--- config.mk ---
export PLATFORM = sky130hd
export DESIGN_NAME = regfile_dump_flat
export DESIGN_NICKNAME = d
export VERILOG_FILES = /design/src/rtl/regfile_dump_if.sv /design/src/rtl/regfile_dump.sv /design/src/flat_wrapper.sv
export SDC_FILE = /design/constraint.sdc
export NUM_CORES = 1
export LEC_CHECK = 0
export BUFFER_PORTS_ARGS = -buffer_cell sky130_fd_sc_hd__clkbuf_2
export CORE_ASPECT_RATIO = 0.5
export CORE_MARGIN = 2
export CORE_UTILIZATION = 61
export CTS_CLUSTER_DIAMETER = 40
export DETAILED_ROUTE_END_ITERATION = 16
export PLACE_DENSITY_LB_ADDON = 0.15
export SKIP_LAST_GASP = 1
export SYNTH_ARGS = -nofsm -noshare
export SYNTH_HDL_FRONTEND = slang
export SYNTH_SLANG_ARGS = --single-unit
--- constraint.sdc ---
create_clock -name clk -period 5.7 [get_ports clk]
set_input_delay 1.14 -clock clk [delete_from_list [all_inputs] [get_ports clk]]
set_output_delay 1.14 -clock clk [all_outputs]
set_load 0.02 [all_outputs]
--- src/rtl/regfile_dump_if.sv ---
// Bundle for the register-file dump reader: control, read port and byte stream.
// The master side is the dump engine; the slave side is the register file and stream sink.
interface regfile_dump_if #(
  parameter int AW = 5,
  parameter int DW = 32
);
  logic          start;
  logic [AW-1:0] first_reg;
  logic [AW-1:0] last_reg;
  logic [AW-1:0] dump_raddr;
  logic [DW-1:0] dump_rdata;
  logic [7:0]    out_data;
  logic          out_valid;
  logic          out_ready;
  logic          busy;
  logic          done;

  modport master (
    input  start, first_reg, last_reg, dump_rdata, out_ready,
    output dump_raddr, out_data, out_valid, busy, done
  );

  modport slave (
    output start, first_reg, last_reg, dump_rdata, out_ready,
    input  dump_raddr, out_data, out_valid, busy, done
  );
endinterface

--- src/rtl/regfile_dump.sv ---
// Walks a register index range through a spare read port and emits a framed
// byte stream: HDR, {idx, 4 data bytes} per register, TRL, XOR checksum.
module regfile_dump #(
  parameter int         AW  = 5,
  parameter int         DW  = 32,
  parameter logic [7:0] HDR = 8'hA5,
  parameter logic [7:0] TRL = 8'h5A
) (
  input  logic           clk,
  input  logic           rst_n,
  regfile_dump_if.master bus
);
  typedef enum logic [2:0] {
    S_IDLE,
    S_HDR,
    S_IDX,
    S_DATA,
    S_TRL,
    S_CHK
  } state_t;

  state_t        state_reg;
  logic [AW-1:0] cur_reg;
  logic [AW-1:0] last_idx_reg;
  logic          empty_reg;
  logic [DW-1:0] shift_reg;
  logic [7:0]    chk_reg;
  logic [1:0]    cnt_reg;
  logic [AW-1:0] raddr_reg;
  logic [7:0]    out_data_reg;
  logic          out_valid_reg;
  logic          busy_reg;
  logic          done_reg;
  logic          xfer;

  assign xfer           = out_valid_reg && bus.out_ready;
  assign bus.dump_raddr = raddr_reg;
  assign bus.out_data   = out_data_reg;
  assign bus.out_valid  = out_valid_reg;
  assign bus.busy       = busy_reg;
  assign bus.done       = done_reg;

  function automatic logic [7:0] idx_byte(input logic [AW-1:0] idx);
    logic [7:0] b;
    b         = '0;
    b[AW-1:0] = idx;
    return b;
  endfunction

  always_ff @(posedge clk or negedge rst_n) begin
    if (!rst_n) begin
      state_reg     <= S_IDLE;
      cur_reg       <= '0;
      last_idx_reg  <= '0;
      empty_reg     <= 1'b0;
      shift_reg     <= '0;
      chk_reg       <= '0;
      cnt_reg       <= '0;
      raddr_reg     <= '0;
      out_data_reg  <= '0;
      out_valid_reg <= 1'b0;
      busy_reg      <= 1'b0;
      done_reg      <= 1'b0;
    end else begin
      done_reg <= 1'b0;
      case (state_reg)
        S_IDLE: begin
          if (bus.start) begin
            cur_reg       <= bus.first_reg;
            last_idx_reg  <= bus.last_reg;
            empty_reg     <= (bus.first_reg > bus.last_reg);
            chk_reg       <= '0;
            busy_reg      <= 1'b1;
            out_valid_reg <= 1'b1;
            out_data_reg  <= HDR;
            state_reg     <= S_HDR;
          end
        end
        S_HDR: begin
          if (xfer) begin
            if (empty_reg) begin
              out_data_reg <= TRL;
              state_reg    <= S_TRL;
            end else begin
              raddr_reg    <= cur_reg;
              out_data_reg <= idx_byte(cur_reg);
              state_reg    <= S_IDX;
            end
          end
        end
        S_IDX: begin
          // Snapshot the word here; later register writes cannot disturb its bytes.
          // The shifter is kept one byte ahead so out_data stays a plain register.
          if (xfer) begin
            out_data_reg <= bus.dump_rdata[DW-1 -: 8];
            shift_reg    <= bus.dump_rdata << 8;
            chk_reg      <= chk_reg ^ idx_byte(cur_reg);
            cnt_reg      <= '0;
            state_reg    <= S_DATA;
          end
        end
        S_DATA: begin
          if (xfer) begin
            chk_reg <= chk_reg ^ out_data_reg;
            cnt_reg <= cnt_reg + 2'd1;
            if (cnt_reg == 2'd3) begin
              if (cur_reg == last_idx_reg) begin
                out_data_reg <= TRL;
                state_reg    <= S_TRL;
              end else begin
                cur_reg      <= cur_reg + 1'b1;
                raddr_reg    <= cur_reg + 1'b1;
                out_data_reg <= idx_byte(cur_reg + 1'b1);
                state_reg    <= S_IDX;
              end
            end else begin
              out_data_reg <= shift_reg[DW-1 -: 8];
              shift_reg    <= shift_reg << 8;
            end
          end
        end
        S_TRL: begin
          if (xfer) begin
            out_data_reg <= chk_reg;
            state_reg    <= S_CHK;
          end
        end
        S_CHK: begin
          if (xfer) begin
            out_valid_reg <= 1'b0;
            out_data_reg  <= '0;
            busy_reg      <= 1'b0;
            done_reg      <= 1'b1;
            state_reg     <= S_IDLE;
          end
        end
        default: begin
          state_reg     <= S_IDLE;
          out_valid_reg <= 1'b0;
          busy_reg      <= 1'b0;
        end
      endcase
    end
  end
endmodule

--- src/flat_wrapper.sv ---
// flat-port wrapper written by rule: the top's interface ports become plain ports
module regfile_dump_flat 
#(
  parameter int         AW  = 5,
  parameter int         DW  = 32,
  parameter logic [7:0] HDR = 8'hA5,
  parameter logic [7:0] TRL = 8'h5A
)
  (clk, rst_n, bus_start, bus_first_reg, bus_last_reg, bus_dump_rdata, bus_out_ready, bus_dump_raddr, bus_out_data, bus_out_valid, bus_busy, bus_done);
  regfile_dump_if #(.AW(AW), .DW(DW)) bus_i ();
  input  logic clk;
  input  logic rst_n;
  input wire logic [$bits(bus_i.start)-1:0] bus_start;
  input wire logic [$bits(bus_i.first_reg)-1:0] bus_first_reg;
  input wire logic [$bits(bus_i.last_reg)-1:0] bus_last_reg;
  input wire logic [$bits(bus_i.dump_rdata)-1:0] bus_dump_rdata;
  input wire logic [$bits(bus_i.out_ready)-1:0] bus_out_ready;
  output wire logic [$bits(bus_i.dump_raddr)-1:0] bus_dump_raddr;
  output wire logic [$bits(bus_i.out_data)-1:0] bus_out_data;
  output wire logic [$bits(bus_i.out_valid)-1:0] bus_out_valid;
  output wire logic [$bits(bus_i.busy)-1:0] bus_busy;
  output wire logic [$bits(bus_i.done)-1:0] bus_done;
  assign bus_i.start = bus_start;
  assign bus_i.first_reg = bus_first_reg;
  assign bus_i.last_reg = bus_last_reg;
  assign bus_i.dump_rdata = bus_dump_rdata;
  assign bus_i.out_ready = bus_out_ready;
  assign bus_dump_raddr = bus_i.dump_raddr;
  assign bus_out_data = bus_i.out_data;
  assign bus_out_valid = bus_i.out_valid;
  assign bus_busy = bus_i.busy;
  assign bus_done = bus_i.done;
  regfile_dump #(.AW(AW), .DW(DW), .HDR(HDR), .TRL(TRL)) u_core (.clk(clk), .rst_n(rst_n), .bus(bus_i));
endmodule
After elaboration in Yosys (flattened, before gate mapping). Index checks and enable logic that the tools add are counted.

Latch bits: 0. Input bits: 46. Output and inout port bits: 16. Bits in writable memories: 0. Memories kept: 0. Memory bits (read-only): 0. Bits in registers: 71.

Shift operators: 0. Muxes and demuxes: 44. Reductions and logical operators: 17. Divide/modulo/power cells: 0. Bitwise operators: 3. Order comparisons: 1. $mul: 0. Equal/unequal tests: 17. Add/subtract/negate cells: 2.

Operators with widths (count): 32-bit 2-to-1 mux (3); 8-bit 2-to-1 mux (10); 32-bit one-hot mux with 2 select lines (1); 8-bit one-hot mux with 6 select lines (1); 5-bit 2-to-1 mux (6); 3-bit 2-to-1 mux (9); 8-bit one-hot mux with 3 select lines (1); 5-bit one-hot mux with 2 select lines (2); 3-bit one-hot mux with 6 select lines (1); 7-bit 2-to-1 mux (2); 7-bit AND reduction (2); 2-bit by 1-bit != test with 1-bit output, second input constant (6); 2-bit != test, second input constant (4); 4-bit AND reduction (2); 8-bit by 5-bit XOR with 8-bit output (1); 8-bit XOR (1); 3-bit by 2-bit equality test with 1-bit output, second input constant (2); 3-bit equality test, second input constant (2); 3-bit AND reduction (2); 6-bit AND reduction (1); 2-bit nonzero test (3); 6-bit nonzero test (1); 5-bit by 1-bit adder with 5-bit output, second input constant (1); 5-bit equality test (1); 15 further kinds (19).

Logic depth before layout (Yosys ltp). Gate-level depths: netlist of the first run.

Depth after elaboration: 5. Mapped depth: 8. Depth with buffers taken out: 7.

Worst setup path before layout of the first run. OpenSTA, ideal clock, no wires.

Path kind: in2reg. Start: in bus_start. End: reg u_core.out_data_reg[1], in the netlist u_core.bus.out_data[1]. Data required time: 5.574 ns. Arrival time: 2.215 ns. Setup slack: 3.359 ns. Setup time: 0.126 ns. Stages on the path: 4. Buffers on the path: 0. Cells stage by stage: or3b_1 a21o_1 o31a_1 a221o_1.

Word-level cells in the longest chain between the ends: 2.

RTL lines: start: declaration (RTL line flat_wrapper.sv:13) `input wire logic [$bits(bus_i.start)-1:0] bus_start;`; 2-bit != test (no source line); 7-bit AND reduction (no source line); end signal: assignment (RTL line regfile_dump.sv:86) `out_data_reg <= idx_byte(cur_reg);`; end signal: assignment (RTL line regfile_dump.sv:95) `out_data_reg <= bus.dump_rdata[DW-1 -: 8];`; end signal: assignment (RTL line regfile_dump.sv:113) `out_data_reg <= idx_byte(cur_reg + 1'b1);`; end: declaration (RTL line regfile_dump.sv:30) `logic [7:0] out_data_reg;`.

No other way between the ends. A chain may end at the register's enable or synchronous reset.

Worst setup path in the final report of the first run.
Start: reg u_core.state_reg[1]. End: reg u_core.raddr_reg[4], in the netlist u_core.bus.dump_raddr[4].

Word-level cells in the longest chain between the ends: 3. Elaborated cells on any way between the ends: 10. Those cells by class: eq/ne: 7; mux: 1; reduce/logical: 2.

RTL lines: start: declaration (RTL line regfile_dump.sv:22) `state_t state_reg;`; start signal: assignment (RTL line regfile_dump.sv:52) `state_reg <= S_IDLE;`; start signal: assignment (RTL line regfile_dump.sv:76) `state_reg <= S_HDR;`; start signal: assignment (RTL line regfile_dump.sv:83) `state_reg <= S_TRL;`; 3-bit by 1-bit equality test with 1-bit output / 3-bit by 2-bit equality test with 1-bit output (equally long branches) (RTL line regfile_dump.sv:66) `case (state_reg)`; 2-bit != test (no source line), or another cell as far along; 6-bit AND reduction (no source line); end signal: assignment (RTL line regfile_dump.sv:85) `raddr_reg <= cur_reg;`; end signal: assignment (RTL line regfile_dump.sv:112) `raddr_reg <= cur_reg + 1'b1;`; end: declaration (RTL line regfile_dump.sv:29) `logic [AW-1:0] raddr_reg;`.

Several ways; a longest one is shown, not always the timed one.

==> run_results.csv, run 1 <==
group,metric,value,unit
routing,vias,3150,
place,port_buffers,61,
worst_setup_path,cp.depth,5,
clocking,cts_htree_levels,3,
sta,finalHoldViolCount,0,
synthesis,syn_warnings,0,
layout,num_antenna_cells,0,
synthesis,yosys.area_share.xor_xnor,0.0316,
worst_setup_path,worstPathMaxFanout,29,
layout,area_growth,15.6,%
worst_setup_path,cp_cell_sequence,"nand3b_1 > nor2_1 > nor2_1 > a22oi_4 > mux2_2",
power_and_ir_drop,power_leakage,1.92,nW
synthesis,syn_inst_count,398,
run_status,status,"finished clean",
layout,layout.cells.most_common,"sky130_fd_sc_hd__dfrtp_1",
layout,fin_nets,500,
floorplanning,fp.dieW,113,µm
layout,core_util_final,0.746,
clocking,cts_hold_buffers,0,
layout,instances_no_fill,525,
clocking,clock_insertion_delay_worst_skew,0.33,ns
synthesis,synth-simple-area-share,0.157,
min_path,timing.hold.worst.start,"u_core.shift_reg[13]",
sta,finalWorstSetupSlack,2.39,ns
clocking,tritoncts.num_buffers,9,
global_routing,global_route_wire_length_before_repair,14800,µm
clocking,clk_pin_slew,0.05,ns
worst_setup_path,stage_delay_of_the_slowest_cell_on_the_critical_path,0.88,ns
global_routing,pin_count_of_the_biggest_net_entering_global_routing,64,
routing,wl_per_cell,17.0,µm
synthesis,dominant_combinational_cell_family_by_area_after_synthesis,"compound AO/OA/AOI/OAI gates",
clocking,cts_post_setup_buffers_inserted,0,
synthesis,mappedNetlistArea,3600,µm²
synthesis,synth_nets,451,
worst_setup_path,critPathSlowestCell,"sky130_fd_sc_hd__dfrtp_1",
layout,number_of_flip_flops_in_the_largest_register,24,
power_and_ir_drop,power.density_cell_area,556,nW/µm²
floorplanning,placement_rows,19,
synthesis,adder_and_majority_cell_fraction_of_the_synthesized_area,0.0243,
sta,final_period_minus_worst_setup_slack,3.31,ns
worst_setup_path,data_required_time_of_the_critical_path,5.92,ns
synthesis,synth_compound_gate_area_share,0.203,
routing,drt_wl_total,8930,µm
clocking,ctsLongestPathBuffers,2,
power_and_ir_drop,design_power_total,2.32,mW
place,gp_congestion,0.936,
worst_setup_path,critical_path_buf_inv_count,0,
worst_setup_path,crit_path_frequent_cell,"sky130_fd_sc_hd__nor2_1",
routing,post-route-drc-count,0,
worst_setup_path,worst_r2r_path_cells,5,
routing,route.antenna.remaining_nets,0,
min_path,hold_path_class,"flip-flop to flip-flop",
synthesis,post_synth_cell_types,55,
worst_setup_path,timing.critical_path.from,"u_core.state_reg[1]",
place,preCtsSetupSlack,2.50,ns
min_path,worst_hold_path.num_cells,2,
floorplanning,die_h,58.4,µm
global_routing,grt_antenna_before_repair,0,
synthesis,synth_async_sr_flop_share,1.00,
worst_setup_path,family_with_the_most_delay_on_the_worst_path,"simple AND/OR/NAND/NOR gates",
clocking,post_cts.resized_instances,0,
sta,fmax,302,MHz
routing,first_drt_iteration_drcs,236,
synthesis,syn_avg_cell_area,9.06,µm²
worst_setup_path,path_class,"flip-flop to flip-flop",
layout,layout_common_cells,"sky130_fd_sc_hd__dfrtp_1, sky130_fd_sc_hd__clkbuf_2, sky130_fd_sc_hd__nand2_1, sky130_fd_sc_hd__o21ai_0, sky130_fd_sc_hd__nor2_1",
worst_setup_path,critical_path_arrival,3.53,ns
global_routing,via_count_of_the_first_global_routing_pass,2982,
worst_setup_path,cp-start-kind,"flip-flop",
global_routing,grtUsageTotal,0.294,
flow_run,max_cap_viol_count,0,
routing,post_drt_via_cell_ratio,6.00,
floorplanning,initial_utilization,0.645,
sta,max-slew-margin-rel,0.214,
layout,stdcell_area,4170,µm²
synthesis,synth_mux_area_frac,0.0896,
floorplanning,floorplan.core_area,5590,µm²
sta,layout_worst_path_cycle_share,0.581,
layout,post_route_cells_drive_above_1_share,0.212,
sta,timing_worst_slew_pin_value,1.18,ns
clocking,cts_sinks,63,
global_routing,grt_overflow_total,0,
sta,fin_setup_tns,0,ns
sta,final-setup-viol-count,0,
worst_setup_path,worst_setup_path_end_kind,"flip-flop",
power_and_ir_drop,ir_worst_vdd,0.000338,V
routing,drt-pass1-iter-count,5,
place,dp_hpwl,6170,µm
sta,finalHoldWorstSlack,0.478,ns
synthesis,synth-main-ff-cell,"sky130_fd_sc_hd__dfrtp_1",
synthesis,ys_seq_area_frac,0.437,
clocking,cts_root_buf,"sky130_fd_sc_hd__clkbuf_16",
sta,fin_worst_skew,0.00405,ns
synthesis,synth_edf_count,0,
synthesis,synth.ff_latch_count,63,
clocking,tritoncts_clock_tree,"built",
place,placedCellCount,509,
floorplanning,die_area,6580,µm²
floorplanning,num_io_pins,62,
sta,final_max_slew_viol_count,0,
place,postPlaceCellArea,3890,µm²
sta,unrepaired_setup_endpoints_after_global_routing,"no",
worst_setup_path,worstReg2RegStart,"u_core.state_reg[1]",
## worst register-to-register path, cell delays in order (launching register included)
cell,delay (ns)
sky130_fd_sc_hd__dfrtp_1,0.88
sky130_fd_sc_hd__nand3b_1,0.82
sky130_fd_sc_hd__nor2_1,0.67
sky130_fd_sc_hd__nor2_1,0.14
sky130_fd_sc_hd__a22oi_4,0.32
sky130_fd_sc_hd__mux2_2,0.37
## area by class of cell
cell class	count	area, µm²
sequential	63	1580
timing repair buffer	64	328
clock inverter	5	33.8
inverter	18	67.6
fill	418	1420
tap	73	91.3
multi-input combinational	291	1830
clock buffer	11	243
## layer usage
layer	up-vias	wire, µm	global-route usage
met4	0	138	0.0958
met5	-	0	0
met3	17	835	0.0917
met2	131	4060	0.472
li1	1504	-	-
met1	1498	3890	0.392
## final timing paths
| path | end | slack [ns] |
|---|---|---|
| max | u_core.bus.dump_raddr[4] | 2.39 |
| min | u_core.shift_reg[13] | 0.48 |
| max reg2reg | u_core.bus.dump_raddr[4] | 2.39 |
| min reg2reg | u_core.shift_reg[13] | 0.48 |
| max in group asynchronous | u_core.shift_reg[15] | 4.18 |
| min in group asynchronous | u_core.bus.out_valid | 0.95 |
## power breakdown
part | internal (mW) | switching (mW) | total (mW)
combinational | 0.389 | 0.574 | 0.964
sequential | 0.645 | 0.208 | 0.853
clock | 0.305 | 0.195 | 0.500
total | 1.34 | 0.977 | 2.32
## cell usage after synthesis, types with 3 or more instances
cell type / n / share of area
sky130_fd_sc_hd__nand2b_1: 7 / 0.012
sky130_fd_sc_hd__mux2i_1: 21 / 0.058
sky130_fd_sc_hd__buf_2: 12 / 0.017
sky130_fd_sc_hd__nor3_1: 7 / 0.0097
sky130_fd_sc_hd__nand3_1: 4 / 0.0056
sky130_fd_sc_hd__o21ai_0: 52 / 0.072
sky130_fd_sc_hd__o22ai_1: 4 / 0.0069
sky130_fd_sc_hd__or3_1: 6 / 0.010
sky130_fd_sc_hd__a21oi_1: 23 / 0.032
sky130_fd_sc_hd__a22oi_1: 7 / 0.015
sky130_fd_sc_hd__inv_1: 18 / 0.019
sky130_fd_sc_hd__dfrtp_1: 63 / 0.44
sky130_fd_sc_hd__ha_1: 7 / 0.024
sky130_fd_sc_hd__xnor2_1: 8 / 0.019
sky130_fd_sc_hd__xor2_1: 5 / 0.012
sky130_fd_sc_hd__nor2b_1: 6 / 0.010
sky130_fd_sc_hd__nor2_1: 26 / 0.027
sky130_fd_sc_hd__a221oi_1: 3 / 0.0073
sky130_fd_sc_hd__buf_4: 5 / 0.010
sky130_fd_sc_hd__nand2_1: 52 / 0.054
sky130_fd_sc_hd__mux2_2: 10 / 0.031
sky130_fd_sc_hd__clkbuf_1: 8 / 0.0083
## logic make-up (layout without fill, tap and decap cells)
logic type	Yosys count	in the layout
compound gates	118	118
fa+ha+maj	7	7
simple gates	122	122
mux	31	31
buf+inv	44	98
xor+xnor	13	13
flops	63	63
No activity file was read; power rests on OpenSTA's default activity.
==> inputs of run 2 (changes only) <==
--- a/config.mk
+++ b/config.mk
@@ -8,7 +8,7 @@
 export BUFFER_PORTS_ARGS = -buffer_cell sky130_fd_sc_hd__clkbuf_2
 export CORE_ASPECT_RATIO = 0.5
 export CORE_MARGIN = 2
-export CORE_UTILIZATION = 61
+export CORE_UTILIZATION = 51
 export CTS_CLUSTER_DIAMETER = 40
 export DETAILED_ROUTE_END_ITERATION = 16
 export PLACE_DENSITY_LB_ADDON = 0.15
==> constraint.sdc (replaced) <==
create_clock -name clk -period 2.9 [get_ports clk]
set_input_delay 0.58 -clock clk [delete_from_list [all_inputs] [get_ports clk]]
set_output_delay 0.58 -clock clk [all_outputs]
set_load 0.02 [all_outputs]
==> run 2 against run 1 <==
Sequential power grew 92%. Power up 110%. Final cell count increased by 4.4%. Via count down 0.48%. Global-route usage is 4.2 points lower. Clock power increased by 150%. Flip-flop and latch count stayed put. First-iteration DRC count increased by 52%. Count of clock-buffer cells in the layout is 1 lower. Cell area grew 3.3%. Die area grew 19%. Critical path depth stayed put.
==> run_results.csv, run 2 (synthesis results as in run 1) <==
group,metric,value,unit
run_status,status,"finished clean",
power_and_ir_drop,power_leakage,1.98,nW
floorplanning,num_io_pins,62,
layout,core_util_final,0.638,
clocking,clk_pin_slew,0.05,ns
layout,stdcell_area,4310,µm²
routing,drt_wl_total,8890,µm
worst_setup_path,critical_path_buf_inv_count,0,
global_routing,grt_overflow_total,0,
layout,final.fill_count,573,
worst_setup_path,cp-start-kind,"flip-flop",
routing,route.antenna.remaining_nets,0,
sta,layout_worst_path_cycle_share,0.738,
worst_setup_path,worst_r2r_path_cells,5,
worst_setup_path,stage_delay_of_the_slowest_cell_on_the_critical_path,0.51,ns
min_path,hold_path_class,"primary input to asynchronous set/reset pin",
sta,final_max_slew_viol_count,0,
clocking,ctsLongestPathBuffers,2,
layout,number_of_flip_flops_in_the_largest_register,24,
layout,num_antenna_cells,0,
floorplanning,die_h,63.5,µm
floorplanning,die_area,7800,µm²
floorplanning,floorplan.core_area,6750,µm²
sta,max-slew-margin-rel,0.618,
sta,fmax,468,MHz
clocking,cts_post_setup_buffers_inserted,0,
layout,layout_common_cells,"sky130_fd_sc_hd__dfrtp_1, sky130_fd_sc_hd__clkbuf_2, sky130_fd_sc_hd__nand2_1, sky130_fd_sc_hd__o21ai_0, sky130_fd_sc_hd__nor2_1",
floorplanning,initial_utilization,0.534,
global_routing,via_count_of_the_first_global_routing_pass,2985,
place,port_buffers,61,
routing,post-route-drc-count,0,
floorplanning,fp.dieW,123,µm
power_and_ir_drop,power.density_cell_area,1120,nW/µm²
sta,fin_worst_skew,0.00445,ns
routing,wl_per_cell,16.2,µm
place,postPlaceCellArea,3970,µm²
clocking,post_cts.resized_instances,0,
clocking,tritoncts.num_buffers,9,
layout,layout.cells.most_common,"sky130_fd_sc_hd__dfrtp_1",
sta,finalHoldViolCount,0,
power_and_ir_drop,ir_worst_vdd,0.000455,V
clocking,tritoncts_clock_tree,"built",
place,preCtsSetupSlack,0.783,ns
layout,area_growth,19.5,%
clocking,cts_hold_buffers,0,
global_routing,grtUsageTotal,0.253,
sta,fin_setup_tns,0,ns
worst_setup_path,worst-r2r-setup-slack,0.76,ns
worst_setup_path,cp_cell_sequence,"xor2_1 > or2_1 > or2_0 > a22oi_4 > mux2_2",
sta,unrepaired_setup_endpoints_after_global_routing,"no",
worst_setup_path,worst_setup_path_end_kind,"flip-flop",
clocking,clock_insertion_delay_worst_skew,0.33,ns
worst_setup_path,path_class,"flip-flop to flip-flop",
place,gp_congestion,0.916,
clocking,cts_root_buf,"sky130_fd_sc_hd__clkbuf_16",
worst_setup_path,cp.depth,5,
layout,post_route_cells_drive_above_1_share,0.221,
global_routing,grt_antenna_before_repair,0,
flow_run,max_cap_viol_count,0,
sta,final-setup-viol-count,0,
sta,finalWorstSetupSlack,0.761,ns
worst_setup_path,data_required_time_of_the_critical_path,3.12,ns
global_routing,global_route_wire_length_before_repair,14900,µm
sta,final_period_minus_worst_setup_slack,2.14,ns
place,placedCellCount,534,
routing,vias,3135,
floorplanning,placement_rows,21,
routing,first_drt_iteration_drcs,358,
routing,post_drt_via_cell_ratio,5.72,
clocking,cts_sinks,63,
place,dp_hpwl,6470,µm
routing,drt-pass1-iter-count,5,
layout,instances_no_fill,548,
worst_setup_path,critPathSlowestCell,"sky130_fd_sc_hd__dfrtp_1",
layout,fin_nets,506,
sta,timing_worst_slew_pin_value,0.568,ns
clocking,cts_htree_levels,3,
worst_setup_path,family_with_the_most_delay_on_the_worst_path,"simple AND/OR/NAND/NOR gates",
global_routing,pin_count_of_the_biggest_net_entering_global_routing,64,
worst_setup_path,critical_path_arrival,2.35,ns
worst_setup_path,worstPathMaxFanout,9,
## run 2: cell count changes in the layout (fill, tap and decap cells not counted), sizes merged
cell,previous run,this run
clkinvlp,2,0
clkbuf,72,71
bufinv,0,3
clkinv,3,1
buf,3,9
## run 2: layout make-up
type	instances	area, µm²	share of cell area
timing repair buffer	70	385	0.0895
clock buffer	10	239	0.0555
inverter	18	67.6	0.0157
clock inverter	4	95.1	0.0221
multi-input combinational	291	1830	0.424
sequential	63	1580	0.366
tap	92	115	0.0267
## run 2: per-stage QoR
step	total power, mW	hold slack [ns]
2_1_floorplan	3.04	0.284
3_3_place_gp	3.50	0.461
3_5_place_dp	3.57	0.470
4_1_cts	4.82	0.278
5_1_grt	5.17	0.281
6_report	4.82	0.250
## run 2: worst register-to-register path, stage by stage, from the launching register on
cell and delay [ns]:
sky130_fd_sc_hd__dfrtp_1 0.51, sky130_fd_sc_hd__xor2_1 0.21, sky130_fd_sc_hd__or2_1 0.26, sky130_fd_sc_hd__or2_0 0.34
sky130_fd_sc_hd__a22oi_4 0.33, sky130_fd_sc_hd__mux2_2 0.37
## run 2: final timing paths
path | to | from
hold / removal | u_core.chk_reg[1] | rst_n
hold reg to reg | u_core.shift_reg[15] | u_core.shift_reg[15]
min in group clk | u_core.shift_reg[9] | bus_dump_rdata[1]
setup / recovery | u_core.bus.dump_raddr[0] | u_core.cur_reg[2]
max in group asynchronous | u_core.shift_reg[12] | rst_n
setup reg to reg | u_core.bus.dump_raddr[0] | u_core.cur_reg[2]
## run 2: per-layer routing
layer	global-route usage	wire length, µm	up-vias
li1	-	-	1510
met1	0.375	4270	1480
met2	0.347	3740	132
met3	0.0842	746	13
met4	0.0733	133	0
met5	0	0	-
## run 2: where the power goes
group | switching [mW] | leakage (nW) | internal, mW
Clock | 0.382 | 0.164 | 0.851
Combinational | 1.15 | 1.03 | 0.794
Sequential | 0.369 | 0.788 | 1.27
==> inputs of run 3 (changes only) <==
==> constraint.sdc (replaced) <==
create_clock -name clk -period 1.8 [get_ports clk]
set_input_delay 0.36 -clock clk [delete_from_list [all_inputs] [get_ports clk]]
set_output_delay 0.36 -clock clk [all_outputs]
set_load 0.02 [all_outputs]
==> run 3 against run 2 <==
Final cell count up 6.2%. Cell area up 7.1%. Die area unchanged. Critical path depth unchanged. Sequential share of layout area down 2.4 points. Clock power up 46%. Sequential power up 54%. Critical path type unchanged. Critical endpoint is now u_core.bus.dump_raddr[2]. Highest routed layer unchanged.
==> run_results.csv, run 3 (synthesis results as in run 1) <==
group,metric,value,unit
worst_setup_path,cp_cell_sequence,"xnor2_2 > nand3_2 > or2_4 > a22oi_4 > mux2_2",
floorplanning,fp.dieW,123,µm
worst_setup_path,path_class,"flip-flop to flip-flop",
sta,timing_worst_slew_pin_value,0.665,ns
layout,sequential_cell_area,1580,µm²
worst_setup_path,cp.depth,5,
routing,drt-pass1-iter-count,5,
layout,layout_common_cells,"sky130_fd_sc_hd__clkbuf_2, sky130_fd_sc_hd__dfrtp_1, sky130_fd_sc_hd__nand2_1",
clocking,cts_hold_buffers,0,
floorplanning,initial_utilization,0.534,
layout,fin_nets,538,
worst_setup_path,critical_path_arrival,1.99,ns
worst_setup_path,stage_delay_of_the_slowest_cell_on_the_critical_path,0.42,ns
place,dp_hpwl,7240,µm
routing,post-route-drc-count,0,
global_routing,global_route_wire_length_before_repair,16100,µm
layout,final.fill_count,535,
global_routing,via_count_of_the_first_global_routing_pass,3200,
sta,finalHoldViolCount,0,
routing,post_drt_via_cell_ratio,5.72,
worst_setup_path,worst_r2r_path_cells,5,
worst_setup_path,critPathSlowestCell,"sky130_fd_sc_hd__dfrtp_1",
sta,fmax,562,MHz
sta,fin_worst_skew,0.00592,ns
floorplanning,die_area,7800,µm²
clocking,cts_htree_levels,3,
clocking,ctsLongestPathBuffers,2,
worst_setup_path,critical_path_buf_inv_count,0,
place,postPlaceCellArea,4190,µm²
routing,vias,3330,
global_routing,pin_count_of_the_biggest_net_entering_global_routing,64,
routing,route.antenna.remaining_nets,0,
sta,max-slew-margin-rel,0.553,
layout,area_growth,28.0,%
layout,number_of_flip_flops_in_the_largest_register,24,
clocking,tritoncts_clock_tree,"built",
clocking,clock_insertion_delay_worst_skew,0.33,ns
layout,stdcell_area,4610,µm²
layout,post_route_cells_drive_above_1_share,0.298,
worst_setup_path,worst_setup_path_end_kind,"flip-flop",
floorplanning,placement_rows,21,
clocking,tritoncts.num_buffers,9,
worst_setup_path,family_with_the_most_delay_on_the_worst_path,"simple AND/OR/NAND/NOR gates",
power_and_ir_drop,power.density_cell_area,1800,nW/µm²
sta,final_max_slew_viol_count,0,
global_routing,grt_antenna_before_repair,0,
sta,final-setup-viol-count,0,
sta,layout_worst_path_cycle_share,0.988,
clocking,clk_pin_slew,0.06,ns
min_path,hold_path_class,"primary input to asynchronous set/reset pin",
worst_setup_path,data_required_time_of_the_critical_path,2.02,ns
worst_setup_path,worstPathMaxFanout,5,
global_routing,grt_overflow_total,0,
floorplanning,die_h,63.5,µm
worst_setup_path,cp-start-kind,"flip-flop",
place,port_buffers,61,
layout,core_util_final,0.683,
clocking,cts_sinks,63,
layout,num_antenna_cells,0,
layout,area_occupied_by_multi_input_gates,1900,µm²
routing,wl_per_cell,17.2,µm
sta,final_period_minus_worst_setup_slack,1.78,ns
clocking,cts_root_buf,"sky130_fd_sc_hd__clkbuf_16",
floorplanning,num_io_pins,62,
routing,first_drt_iteration_drcs,265,
sta,unrepaired_setup_endpoints_after_global_routing,"yes",
run_status,status,"finished clean",
floorplanning,floorplan.core_area,6750,µm²
place,gp_congestion,0.961,
power_and_ir_drop,ir_worst_vdd,0.000695,V
power_and_ir_drop,power_leakage,2.17,nW
global_routing,grtUsageTotal,0.278,
routing,drt_wl_total,10000,µm
flow_run,max_cap_viol_count,0,
run 3: cell count changes in the layout (fill, tap and decap cells not counted), sizes merged:
cell	before	now
clkinvlp	0	2
inv	18	20
buf	9	41
bufinv	3	1
run 3: final timing paths:
check	start	slack, ns	endpoint
max	u_core.last_idx_reg[4]	0.02	u_core.bus.dump_raddr[2]
min	rst_n	0.01	u_core.bus.done
max reg2reg	u_core.last_idx_reg[4]	0.02	u_core.bus.dump_raddr[2]
min reg2reg	u_core.shift_reg[10]	0.48	u_core.shift_reg[10]
max in group asynchronous	rst_n	1.47	u_core.state_reg[0]
min in group clk	bus_dump_rdata[2]	0.25	u_core.shift_reg[10]
run 3: layout make-up:
| class | instances | share of cell area |
|---|---|---|
| clock inverter | 6 | 0.0146 |
| tap | 92 | 0.0250 |
| inverter | 18 | 0.0146 |
| timing repair buffer | 102 | 0.141 |
| multi-input combinational | 291 | 0.411 |
| sequential | 63 | 0.342 |
| clock buffer | 10 | 0.0518 |
run 3: layer usage:
layer / global-route usage / wire [µm] / up-vias
met5: 0 / 0 / -
met4: 0.0848 / 201 / 0
met3: 0.0725 / 860 / 20
met2: 0.421 / 4270 / 138
met1: 0.392 / 4700 / 1593
li1: - / - / 1579
run 3: metrics by stage:
step / hold WS, ns / std cells / worst slack, ns / total power, mW / setup TNS (ns)
floorplan: 0.0644 / 398 / -0.0231 / 4.89 / -0.115
global placement: 0.397 / 561 / -0.0769 / 6.07 / -0.0851
detailed placement: 0.400 / 561 / -0.0216 / 6.20 / -0.0827
CTS: 0.0468 / 577 / -0.0308 / 8.05 / -0.0345
global route: 0.0621 / 582 / -0.0509 / 8.86 / -0.370
finish: 0.0108 / 582 / 0.0207 / 8.31 / 0
run 3: timing repair:
action                                 CTS  global route
resized for setup                        4            15
gates cloned                             0             0
buffers inserted                         0             5
pin swaps                                1             4
setup endpoints to repair               10            28
endpoints found under the hold margin    0             0
run 3: report_power, final:
part	leakage, nW	internal, mW	switching, mW
clock	0.145	1.12	0.675
sequential	0.786	2.05	0.477
combinational	1.24	1.73	2.26
total	2.17	4.90	3.41
